$ cat src/rtl/image_logic_engine.sv
// Bitwise image ALU with an accumulator: latches a request, computes op(A,B),
// then counts set pixels one row per cycle before presenting the result.
module image_logic_engine #(
  parameter int ImageWidth  = 8,
  parameter int ImageHeight = 8
) (
  input  logic                                         clk,
  input  logic                                         reset,
  input  logic                                         in_valid,
  output logic                                         in_ready,
  input  logic [ImageWidth*ImageHeight-1:0]            imgA,
  input  logic [ImageWidth*ImageHeight-1:0]            imgB,
  input  logic [2:0]                                   op,
  input  logic                                         use_acc,
  input  logic                                         clear_acc,
  input  logic                                         store_acc,
  output logic                                         out_valid,
  input  logic                                         out_ready,
  output logic [ImageWidth*ImageHeight-1:0]            result,
  output logic [$clog2(ImageWidth*ImageHeight+1)-1:0]  ones,
  output logic                                         busy
);
  localparam int N  = ImageWidth * ImageHeight;
  localparam int CW = $clog2(N + 1);
  localparam int IW = $clog2(ImageHeight + 1);

  typedef enum logic [1:0] {IDLE, CALC, COUNT, DONE} state_e;

  state_e          state_q, state_d;
  logic [N-1:0]    a_q, a_d, b_q, b_d;
  logic [N-1:0]    acc_q, acc_d, result_q, result_d;
  logic [2:0]      op_q, op_d;
  logic            store_q, store_d;
  logic [CW-1:0]   ones_q, ones_d;
  logic [IW-1:0]   idx_q, idx_d;

  logic [N-1:0]          calc_res;
  logic [ImageWidth-1:0] row;
  logic [CW-1:0]         row_pop;

  always_comb begin
    calc_res = '0;
    case (op_q)
      3'b000:  calc_res = a_q;
      3'b001:  calc_res = b_q;
      3'b010:  calc_res = ~a_q;
      3'b011:  calc_res = ~b_q;
      3'b100:  calc_res = a_q & b_q;
      3'b101:  calc_res = a_q | b_q;
      3'b110:  calc_res = a_q ^ b_q;
      default: calc_res = ~(a_q ^ b_q);
    endcase
  end

  always_comb begin
    row     = result_q[int'(idx_q)*ImageWidth +: ImageWidth];
    row_pop = '0;
    for (int c = 0; c < ImageWidth; c++) row_pop = row_pop + CW'(row[c]);
  end

  always_comb begin
    state_d  = state_q;
    a_d      = a_q;
    b_d      = b_q;
    op_d     = op_q;
    store_d  = store_q;
    acc_d    = acc_q;
    result_d = result_q;
    ones_d   = ones_q;
    idx_d    = idx_q;
    case (state_q)
      IDLE: if (in_valid) begin
        a_d     = clear_acc ? '0 : (use_acc ? acc_q : imgA);
        b_d     = imgB;
        op_d    = op;
        store_d = store_acc;
        state_d = CALC;
      end
      CALC: begin
        result_d = calc_res;
        ones_d   = '0;
        idx_d    = '0;
        if (store_q) acc_d = calc_res;
        state_d  = COUNT;
      end
      COUNT: begin
        ones_d = ones_q + row_pop;
        idx_d  = idx_q + 1'b1;
        if (idx_q == IW'(ImageHeight - 1)) state_d = DONE;
      end
      DONE: if (out_ready) state_d = IDLE;
      default: state_d = IDLE;
    endcase
  end

  always_ff @(posedge clk) begin
    if (reset) begin
      state_q  <= IDLE;
      a_q      <= '0;
      b_q      <= '0;
      op_q     <= '0;
      store_q  <= 1'b0;
      acc_q    <= '0;
      result_q <= '0;
      ones_q   <= '0;
      idx_q    <= '0;
    end else begin
      state_q  <= state_d;
      a_q      <= a_d;
      b_q      <= b_d;
      op_q     <= op_d;
      store_q  <= store_d;
      acc_q    <= acc_d;
      result_q <= result_d;
      ones_q   <= ones_d;
      idx_q    <= idx_d;
    end
  end

  // Outputs show idle values while reset is held, even before the state register clears.
  assign in_ready  = reset || (state_q == IDLE);
  assign out_valid = !reset && (state_q == DONE);
  assign busy      = !reset && (state_q != IDLE);
  assign result    = reset ? '0 : result_q;
  assign ones      = reset ? '0 : ones_q;
endmodule

$ cat config.mk
export PLATFORM = sky130hd
export DESIGN_NAME = image_logic_engine
export DESIGN_NICKNAME = d
export VERILOG_FILES = /design/src/rtl/image_logic_engine.sv
export SDC_FILE = /design/constraint.sdc
export NUM_CORES = 1
export LEC_CHECK = 0
export ABC_CLOCK_PERIOD_IN_PS = 4900
export BUFFER_PORTS_ARGS = -buffer_cell sky130_fd_sc_hd__buf_2
export CAP_MARGIN = 0
export CORE_MARGIN = 2
export CORE_UTILIZATION = 40
export DETAILED_ROUTE_END_ITERATION = 10
export GPL_TIMING_DRIVEN = 0
export RECOVER_POWER = 100
export SETUP_SLACK_MARGIN = 0.15
export SLEW_MARGIN = 20
export SYNTH_ARGS = -nofsm -noshare
export SYNTH_HDL_FRONTEND = slang
export SYNTH_SLANG_ARGS = --single-unit
$ cat constraint.sdc
create_clock -name clk -period 4.9 [get_ports clk]
set_input_delay 0 -clock clk [delete_from_list [all_inputs] [get_ports clk]]
set_output_delay 0 -clock clk [all_outputs]
set_load 0.005 [all_outputs]
* Word level (Yosys, flattened, before mapping) *
Cells that the tools add are included.

operators by class
  $add $sub $neg = 9
  eq/ne operators = 13
  shifts and indexed selects = 1
  multiplexer cells = 11
  bitwise operators = 6
  reductions and logical operators = 11

operators with widths
  cell                                                                   count
  64-bit case mux with 7 select lines                                    1
  64-bit 2-to-1 mux                                                      3
  64-bit NOT                                                             3
  64-bit AND                                                             1
  64-bit bitwise OR                                                      1
  64-bit by 8-bit indexed part select with 8-bit output                  1
  64-bit bitwise XOR                                                     1
  7-bit case mux with 2 select lines                                     1
  3-bit equality test, second input constant                             3
  2-bit case mux with 4 select lines                                     1
  4-bit case mux with 2 select lines                                     1
  6-bit by 1-bit adder with 7-bit output                                 1
  7-bit by 1-bit adder with 7-bit output                                 1
  7-bit adder                                                            1
  7-bit 2-to-1 mux                                                       1
  5-bit by 1-bit adder with 6-bit output                                 1
  3-bit by 2-bit equality test with 1-bit output, second input constant  2
  2-bit 2-to-1 mux                                                       3
  2-bit != test, second input constant                                   3
  4-bit by 1-bit adder with 5-bit output                                 1
  3-bit by 1-bit adder with 4-bit output                                 1
  4-bit by 1-bit adder with 4-bit output, second input constant          1
  2-bit equality test, second input constant                             2
  4-bit by 3-bit equality test with 1-bit output, second input constant  1
  other kinds (12)                                                       15

word-level totals
  flip-flop bits (word level) = 273
  bits of input ports = 138
  output and inout port bits = 74
  word-level logic and storage cells = 60

* Depth between registers and ports, before layout *
Gate-level depths: netlist of run 1.

  depth after elaboration = 10
  mapped depth = 16
  gate-level depth less buffers = 14

* Worst setup path before layout of run 1 *
OpenSTA, ideal clock, no wires.

  path type = reg2reg
  start point = register idx_q[0]
  end point = register ones_q[6]
  library setup time = 0.070 ns
  data arrival time = 4.355 ns
  required time = 4.830 ns
  slack = 0.475 ns
  cell stages (with the launch flop) = 17
  path buffers = 2
  period minus slack after synthesis = 4.425 ns
  cells stage by stage = dfxtp_1 > buf_2 > buf_2 > mux4_2 > mux2i_1 > nor2_1 > fa_1 > inv_1 > fa_1 > fa_1 > fa_1 > inv_1 > fa_1 > a21o_1 > a21oi_1 > or3_1 > a21oi_1

on the way
  longest elaborated chain between the ends = 10

ends and longest elaborated chain
  item                                                       RTL line  text
  start: declaration                                         35        logic [IW-1:0] idx_q, idx_d;
  start signal: assignment                                   116       idx_q <= idx_d;
  64-bit by 8-bit indexed part select with 8-bit output (*)  56        row = result_q[int'(idx_q)*ImageWidth +: ImageWidth];
  1-bit by 1-bit adder with 2-bit output                     58        for (int c = 0; c < ImageWidth; c++) row_pop = row_pop + CW'(row[c]);
  2-bit by 1-bit adder with 3-bit output                     58
  3-bit by 1-bit adder with 4-bit output                     58
  4-bit by 1-bit adder with 5-bit output                     58
  5-bit by 1-bit adder with 6-bit output                     58
  6-bit by 1-bit adder with 7-bit output                     58
  7-bit by 1-bit adder with 7-bit output (*)                 58
  7-bit adder (*)                                            87        ones_d = ones_q + row_pop;
  7-bit case mux with 2 select lines (*)                     71        case (state_q)
  end signal: assignment                                     115       ones_q <= ones_d;
  end: declaration                                           34        logic [CW-1:0] ones_q, ones_d;

Every way passes the cells marked *; elsewhere a longest branch is shown, timed or not.
A chain may end at the register's enable or synchronous reset.

* Final worst setup path of run 1 *
Same ends and word-level chain as after synthesis.

==> impl_metrics.py, run 1 <==
metrics = {
    "outcome": {
        "status": "finished clean",
    },
    "route": {
        "drc": 0,
        "wirelength_mm": 69.3,
        "first_pass_iters": 8,
        "avgRoutedWirePerCell_um": 23.1,
        "drt_iter0_drc": 1306,
        "vias_per_cell": 5.77,
        "ant_nets": 0,
        "via_count": 17300,
    },
    "worst_setup_path": {
        "crit_cells": 16,
        "cpLargestDelayFamily": "adder cells",
        "cp_num_buf_inv": 4,
        "reg2reg_to": "ones_q[6]",
        "arrival_ps": 5030,
        "critPathCapture": "ones_q[6]",
        "crit_chain": "clkbuf_4, buf_4, mux4_2, mux2i_1, nor2_1, fa_1, inv_1, fa_1, fa_1, fa_1, inv_1, fa_1, a21o_1, a21oi_2, or3_1, a21oi_1",
        "r2r_slack_ps": 350,
        "critPathCaptureType": "register",
        "cp-start-kind": "register",
        "cpPeakStageDelay_ps": 520,
        "crit_slowest_cell": "mux4_2",
        "cp.required_ps": 5380,
        "crit_top_cell": "fa_1",
        "timing.rr.start": "idx_q[0]",
        "crit_type": "register to register",
        "crit_path_start": "idx_q[0]",
        "reg2reg_depth": 16,
        "cp_max_fo": 10,
    },
    "floorplan": {
        "die_area_um2": 45100,
        "die_y_um": 212,
        "num_io_pins": 212,
        "coreArea_um2": 43000,
        "die_w_um": 212,
        "rows": 76,
        "initial_core_util_pct": 40.4,
    },
    "synth": {
        "ys_ff_latch": 273,
        "yosys_warnings": 0,
        "synthArstFlopShare_pct": 0,
        "synthTopCellsByArea": "dfxtp_1 (31%), ha_1 (10%), mux2_2 (5.1%)",
        "synth_area_per_cell_um2": 8.64,
        "post-synth-top-count-cell": "dfxtp_1",
        "ys.flop_type": "dfxtp_1",
        "synth-edff-count": 0,
        "seq_area_frac_synth_pct": 31.5,
        "synth_fp_nets": 2291,
        "ys_types": 56,
        "synth.top_cell.area_share_pct": 31.5,
        "synthTopCellsByCount": "dfxtp_1 (273), nand2_1 (208), inv_1 (141), ha_1 (139), nor2_1 (119)",
        "synth_area_leader_cell": "dfxtp_1",
        "syn-cell-area_um2": 17400,
        "netlist_instances": 2009,
    },
    "final_layout": {
        "final_nets": 2675,
        "fin_area_um2": 21600,
        "final_layout_size_suffix_gt1_share_pct": 16.2,
        "fin_cells": 3002,
        "syn_to_final_growth_pct": 24.4,
    },
    "grt": {
        "first_global_vias": 16700,
        "gr-total-overflow": 0,
        "grt_pass1_wl_mm": 102,
        "grt_start_max_net_pins": 13,
        "antenna_found_initial": 1,
        "grt_util_all_layers_pct": 30.3,
    },
    "clock_network": {
        "cts_buffer_depth": 3,
        "h-tree-depth": 2,
        "cts_buffers": 35,
        "cts_root_buf": "clkbuf_16",
        "cts_tree": "built",
        "clk_latency_ps": 560,
        "numClockSinks": 273,
        "path_clk_slew_ps": 60,
    },
    "pwr": {
        "power_mw": 8.41,
        "ir_drop_mv": 0.267,
        "power_density_nw_per_um2": 389,
        "p_leak_nw": 8.37,
    },
    "timing": {
        "period_needed_ps": 4550,
        "tightest_slew_ps": 1460,
        "finalCritPeriodShare_pct": 92.9,
        "tns_ps": 0,
        "skew_ps": 23.5,
        "setup_violations": 0,
        "fmax_ghz": 0.220,
        "finalMaxSlewViolations": 0,
        "relSlewSlack_pct": 2.60,
        "rsz0062_at_grt": "no",
        "finalHoldViolCount": 0,
    },
    "worst_hold_path": {
        "hold_start": "out_ready",
        "hold_class": "primary input to register",
    },
    "run": {
        "maxCapViolations": 0,
    },
    "placed_design": {
        "dp_hpwl_mm": 50.3,
        "routabilityCongestion": 0.959,
        "io_buffers": 210,
        "place_area_um2": 19200,
        "place_inst": 2804,
    },
}
==> cells in the final DEF (no fill, tap or decap), types with 19 or more instances in the layout <==
cell / instances
nor3_1: 20
ha_1: 139
nor2_1: 119
mux2_2: 79
a211oi_1: 22
a22o_1: 20
or3_1: 19
a22oi_1: 64
a21oi_1: 90
dlygate4sd3_1: 138
o21ai_0: 64
inv_1: 141
a32o_1: 54
nand2b_1: 61
mux2i_1: 65
nand2_1: 208
clkbuf_16: 37
dfxtp_1: 273
nor2b_1: 74
o22ai_1: 32
clkbuf_1: 183
buf_2: 169
==> final cells by class <==
| cell class | instances | area [um2] |
|---|---|---|
| Multi-Input combinational cell | 1420 | 10600 |
| Fill cell | 4252 | 21400 |
| Inverter | 141 | 529 |
| Clock buffer | 52 | 1060 |
| Sequential cell | 273 | 5470 |
| Antenna cell | 1 | 2.50 |
| Buffer | 174 | 773 |
| Timing Repair Buffer | 348 | 2360 |
| Clock inverter | 8 | 92.6 |
| Tap cell | 585 | 732 |
==> worst min-delay path by stage <==
stage                       to  cells past startpoint
global placement       b_q[27]                      3
CTS                 state_q[0]                      4
detailed placement     b_q[17]                      3
finish              state_q[0]                      4
global route        state_q[0]                      4
floorplan              store_q                      2
==> cells by family (layout without fill, tap and decap cells) <==
| group | Yosys count | count (layout) | share of synthesized area [%] |
|---|---|---|---|
| simple gates | 591 | 591 | 17.2 |
| compound gates | 508 | 508 | 21.3 |
| buf+inv | 316 | 723 | 7.61 |
| flops | 273 | 273 | 31.5 |
| mux | 160 | 160 | 10.9 |
| fa+ha+maj | 144 | 144 | 10.6 |
| xor+xnor | 17 | 17 | 0.858 |
| other cells | 0 | 1 | 0 |
==> report_power, final <==
| group | leakage, nW | internal [mW] | switching (mW) | total [mW] |
|---|---|---|---|---|
| clock | 0.570 | 1.60 | 1.05 | 2.65 |
| combinational | 5.58 | 1.10 | 1.87 | 2.97 |
| sequential | 2.21 | 2.45 | 0.340 | 2.79 |
==> tightest hold or removal path: stages <==
cell and delay, ps:
buf_2 100, inv_1 100, a222oi_1 120, a211oi_1 220
==> routing by layer <==
layer  up-vias  part of all wire, %  track usage [%]  routed length [um]
li1       7954                    -                -                   -
met1      8413                   42             39.4               28900
met2       804                   45             49.1               31400
met3       161                  8.0             5.16                5580
met4         0                  5.0             14.4                3440
met5         -                    0                0                   0
==> sequential cells by signal, summed over array words and instances, names as in the netlist <==
signal	cells
a_q	64
acc_q	64
b_q	64
idx_q	4
ones_q	7
op_q	3
result_q	64
state_q	2
store_q	1
==> what timing repair did <==
action / in CTS / in global routing
endpoints found under the setup margin: 2 / 2
endpoints found under the hold margin: 133 / 0
buffers inserted: 0 / 0
gates resized for setup: 1 / 2
hold buffers: 138 / 0
==> through the flow <==
stage,util [%],setup WS (ps),hold slack [ps]
floorplan,-,475,136
global placement,44.5,167,241
detailed placement,44.6,144,245
CTS,50.5,236,14.6
global route,50.2,158,87.0
finish,50.2,350,44.3
Note: power is estimated with default switching activity, not from simulation.
==> run 2: changes to the inputs <==
--- a/config.mk
+++ b/config.mk
@@ -12,6 +12,7 @@
 export CORE_UTILIZATION = 40
 export DETAILED_ROUTE_END_ITERATION = 10
 export GPL_TIMING_DRIVEN = 0
+export PLACE_DENSITY_LB_ADDON = 0.15
 export RECOVER_POWER = 100
 export SETUP_SLACK_MARGIN = 0.15
 export SLEW_MARGIN = 20
==> constraint.sdc (replaced) <==
create_clock -name clk -period 4.9 [get_ports clk]
set_input_delay 0 -clock clk [delete_from_list [all_inputs] [get_ports clk]]
set_output_delay 0 -clock clk [all_outputs]
set_load 0.1 [all_outputs]
==> impl_metrics.py, run 2 (synthesis gave the netlist of run 1 again) <==
metrics = {
    "route": {
        "vias_per_cell": 5.73,
        "drc": 0,
        "wirelength_mm": 70.3,
        "ant_nets": 0,
        "via_count": 17200,
        "drt_iter0_drc": 1443,
        "avgRoutedWirePerCell_um": 23.5,
        "first_pass_iters": 8,
    },
    "final_layout": {
        "postLayoutCoreUtil_pct": 50.0,
        "final_layout_size_suffix_gt1_share_pct": 15.4,
        "multi_input_area_um2": 10600,
        "fill_cells": 4252,
        "mostFrequentLayoutCell": "dfxtp_1",
        "final_cell_mix": "dfxtp_1 (273), nand2_1 (208), clkbuf_1 (202)",
        "fin_cells": 2998,
        "fin_area_um2": 21500,
        "ff_latch_area_um2": 5470,
        "syn_to_final_growth_pct": 23.8,
        "final_nets": 2673,
    },
    "timing": {
        "tightest_slew_ps": 1480,
        "finalHoldViolCount": 0,
        "tns_ps": 0,
        "skew_ps": 24.5,
        "finalCritPeriodShare_pct": 92.4,
        "rsz0062_at_grt": "no",
        "setup_ws_ps": 375,
        "period_needed_ps": 4530,
        "fmax_ghz": 0.221,
        "finalMaxSlewViolations": 0,
        "setup_violations": 0,
        "relSlewSlack_pct": 0.661,
    },
    "worst_setup_path": {
        "timing.rr.start": "idx_q[0]",
        "crit_type": "register to register",
        "cp-start-kind": "register",
        "cp.required_ps": 5370,
        "cp_max_fo": 10,
        "reg2reg_depth": 16,
        "critPathCaptureType": "register",
        "r2r_slack_ps": 370,
        "arrival_ps": 4990,
        "reg2reg_to": "ones_q[6]",
    },
    "placed_design": {
        "routabilityCongestion": 0.937,
        "dp_slack_ps": 81.4,
        "io_buffers": 210,
        "place_area_um2": 19200,
        "dp_hpwl_mm": 51.1,
        "place_inst": 2804,
    },
    "worst_hold_path": {
        "min_to": "state_q[1]",
        "hold_class": "primary input to register",
        "holdPathStages": 5,
        "hold_start": "in_valid",
    },
    "run": {
        "maxCapViolations": 1,
    },
    "grt": {
        "grt_util_all_layers_pct": 30.8,
        "first_global_vias": 16800,
        "grt_start_max_net_pins": 12,
        "gr-total-overflow": 0,
        "grt_pass1_wl_mm": 103,
        "antenna_found_initial": 1,
    },
    "outcome": {
        "status": "finished, violations left",
        "violations": "capacitance limit",
    },
    "clock_network": {
        "clk_latency_ps": 550,
        "numClockSinks": 273,
        "post-cts-setup-buffers": 0,
        "cts_root_buf": "clkbuf_16",
        "cts_buffer_depth": 3,
        "path_clk_slew_ps": 60,
        "h-tree-depth": 2,
        "cts_buffers": 36,
        "cts_tree": "built",
    },
    "floorplan": {
        "die_y_um": 212,
        "die_area_um2": 45100,
        "die_w_um": 212,
        "initial_core_util_pct": 40.4,
        "rows": 76,
        "num_io_pins": 212,
        "coreArea_um2": 43000,
    },
    "pwr": {
        "power_density_nw_per_um2": 404,
        "ir_drop_mv": 0.223,
        "p_leak_nw": 8.29,
    },
}
-- run 2: cell types whose count changed in the layout (fill, tap and decap cells not counted), moves of 3 or more --
| cell | previous run | this run |
|---|---|---|
| clkbuf_1 | 183 | 202 |
| clkbuf_2 | 14 | 2 |
| and2_0 | 0 | 8 |
| and2_1 | 18 | 10 |
| or4_4 | 13 | 7 |
| dlygate4sd3_1 | 138 | 134 |
| or4_2 | 0 | 4 |
| clkbuf_8 | 8 | 5 |
-- run 2: worst max-delay path by stage --
stage / from / to
2_1_floorplan: idx_q[0] / ones_q[6]
3_3_place_gp: idx_q[0] / ones_q[6]
3_5_place_dp: idx_q[0] / ones_q[6]
4_1_cts: idx_q[1] / ones_q[4]
5_1_grt: idx_q[0] / ones_q[6]
6_report: idx_q[0] / ones_q[6]
-- run 2: cell type report --
class | instances | area share [%]
Tap cell | 585 | 3.41
Buffer | 174 | 3.56
Timing Repair Buffer | 345 | 10.8
Sequential cell | 273 | 25.4
Clock inverter | 7 | 0.408
Inverter | 141 | 2.46
Antenna cell | 1 | 0.0116
Clock buffer | 52 | 4.80
Multi-Input combinational cell | 1420 | 49.2
-- run 2: timing repair --
item                                    in CTS  in global routing
hold endpoints to repair                   133                  0
hold buffers                               134                  0
gates resized for setup                      2                  3
endpoints found under the setup margin       2                  2
-- run 2: worst max-delay path: stages (launching register included) --
cell and delay, ps:
dfxtp_1 360, buf_6 190, buf_6 190, mux4_2 520, mux2i_1 160, nor2_1 80
fa_1 520, inv_1 50, fa_1 490, fa_1 430, fa_1 420, inv_1 100
fa_1 230, a21o_1 150, a21oi_2 70, or3_1 340, a21oi_1 140
-- run 2: routing by layer --
layer / wire, um / share of wire (%) / track usage (%) / up-vias
met2: 32100 / 46 / 49.5 / 692
met4: 3510 / 5.0 / 15.6 / 0
met3: 4760 / 6.8 / 4.46 / 161
li1: - / - / - / 7964
met1: 30000 / 43 / 40.2 / 8356
met5: 0 / 0 / 0 / -
-- run 2: power breakdown --
part	internal (mW)	total, mW	switching, mW	leakage (nW)
Combinational	1.08	3.30	2.21	5.53
Clock	1.56	2.61	1.05	0.548
Sequential	2.45	2.78	0.337	2.21
-- run 2: metrics by stage --
step | hold WS [ps] | power [mW]
floorplan | 136 | 4.85
global placement | 239 | 5.92
detailed placement | 247 | 6.00
CTS | 10.4 | 8.68
global route | 92.3 | 9.05
finish | 40.8 | 8.69
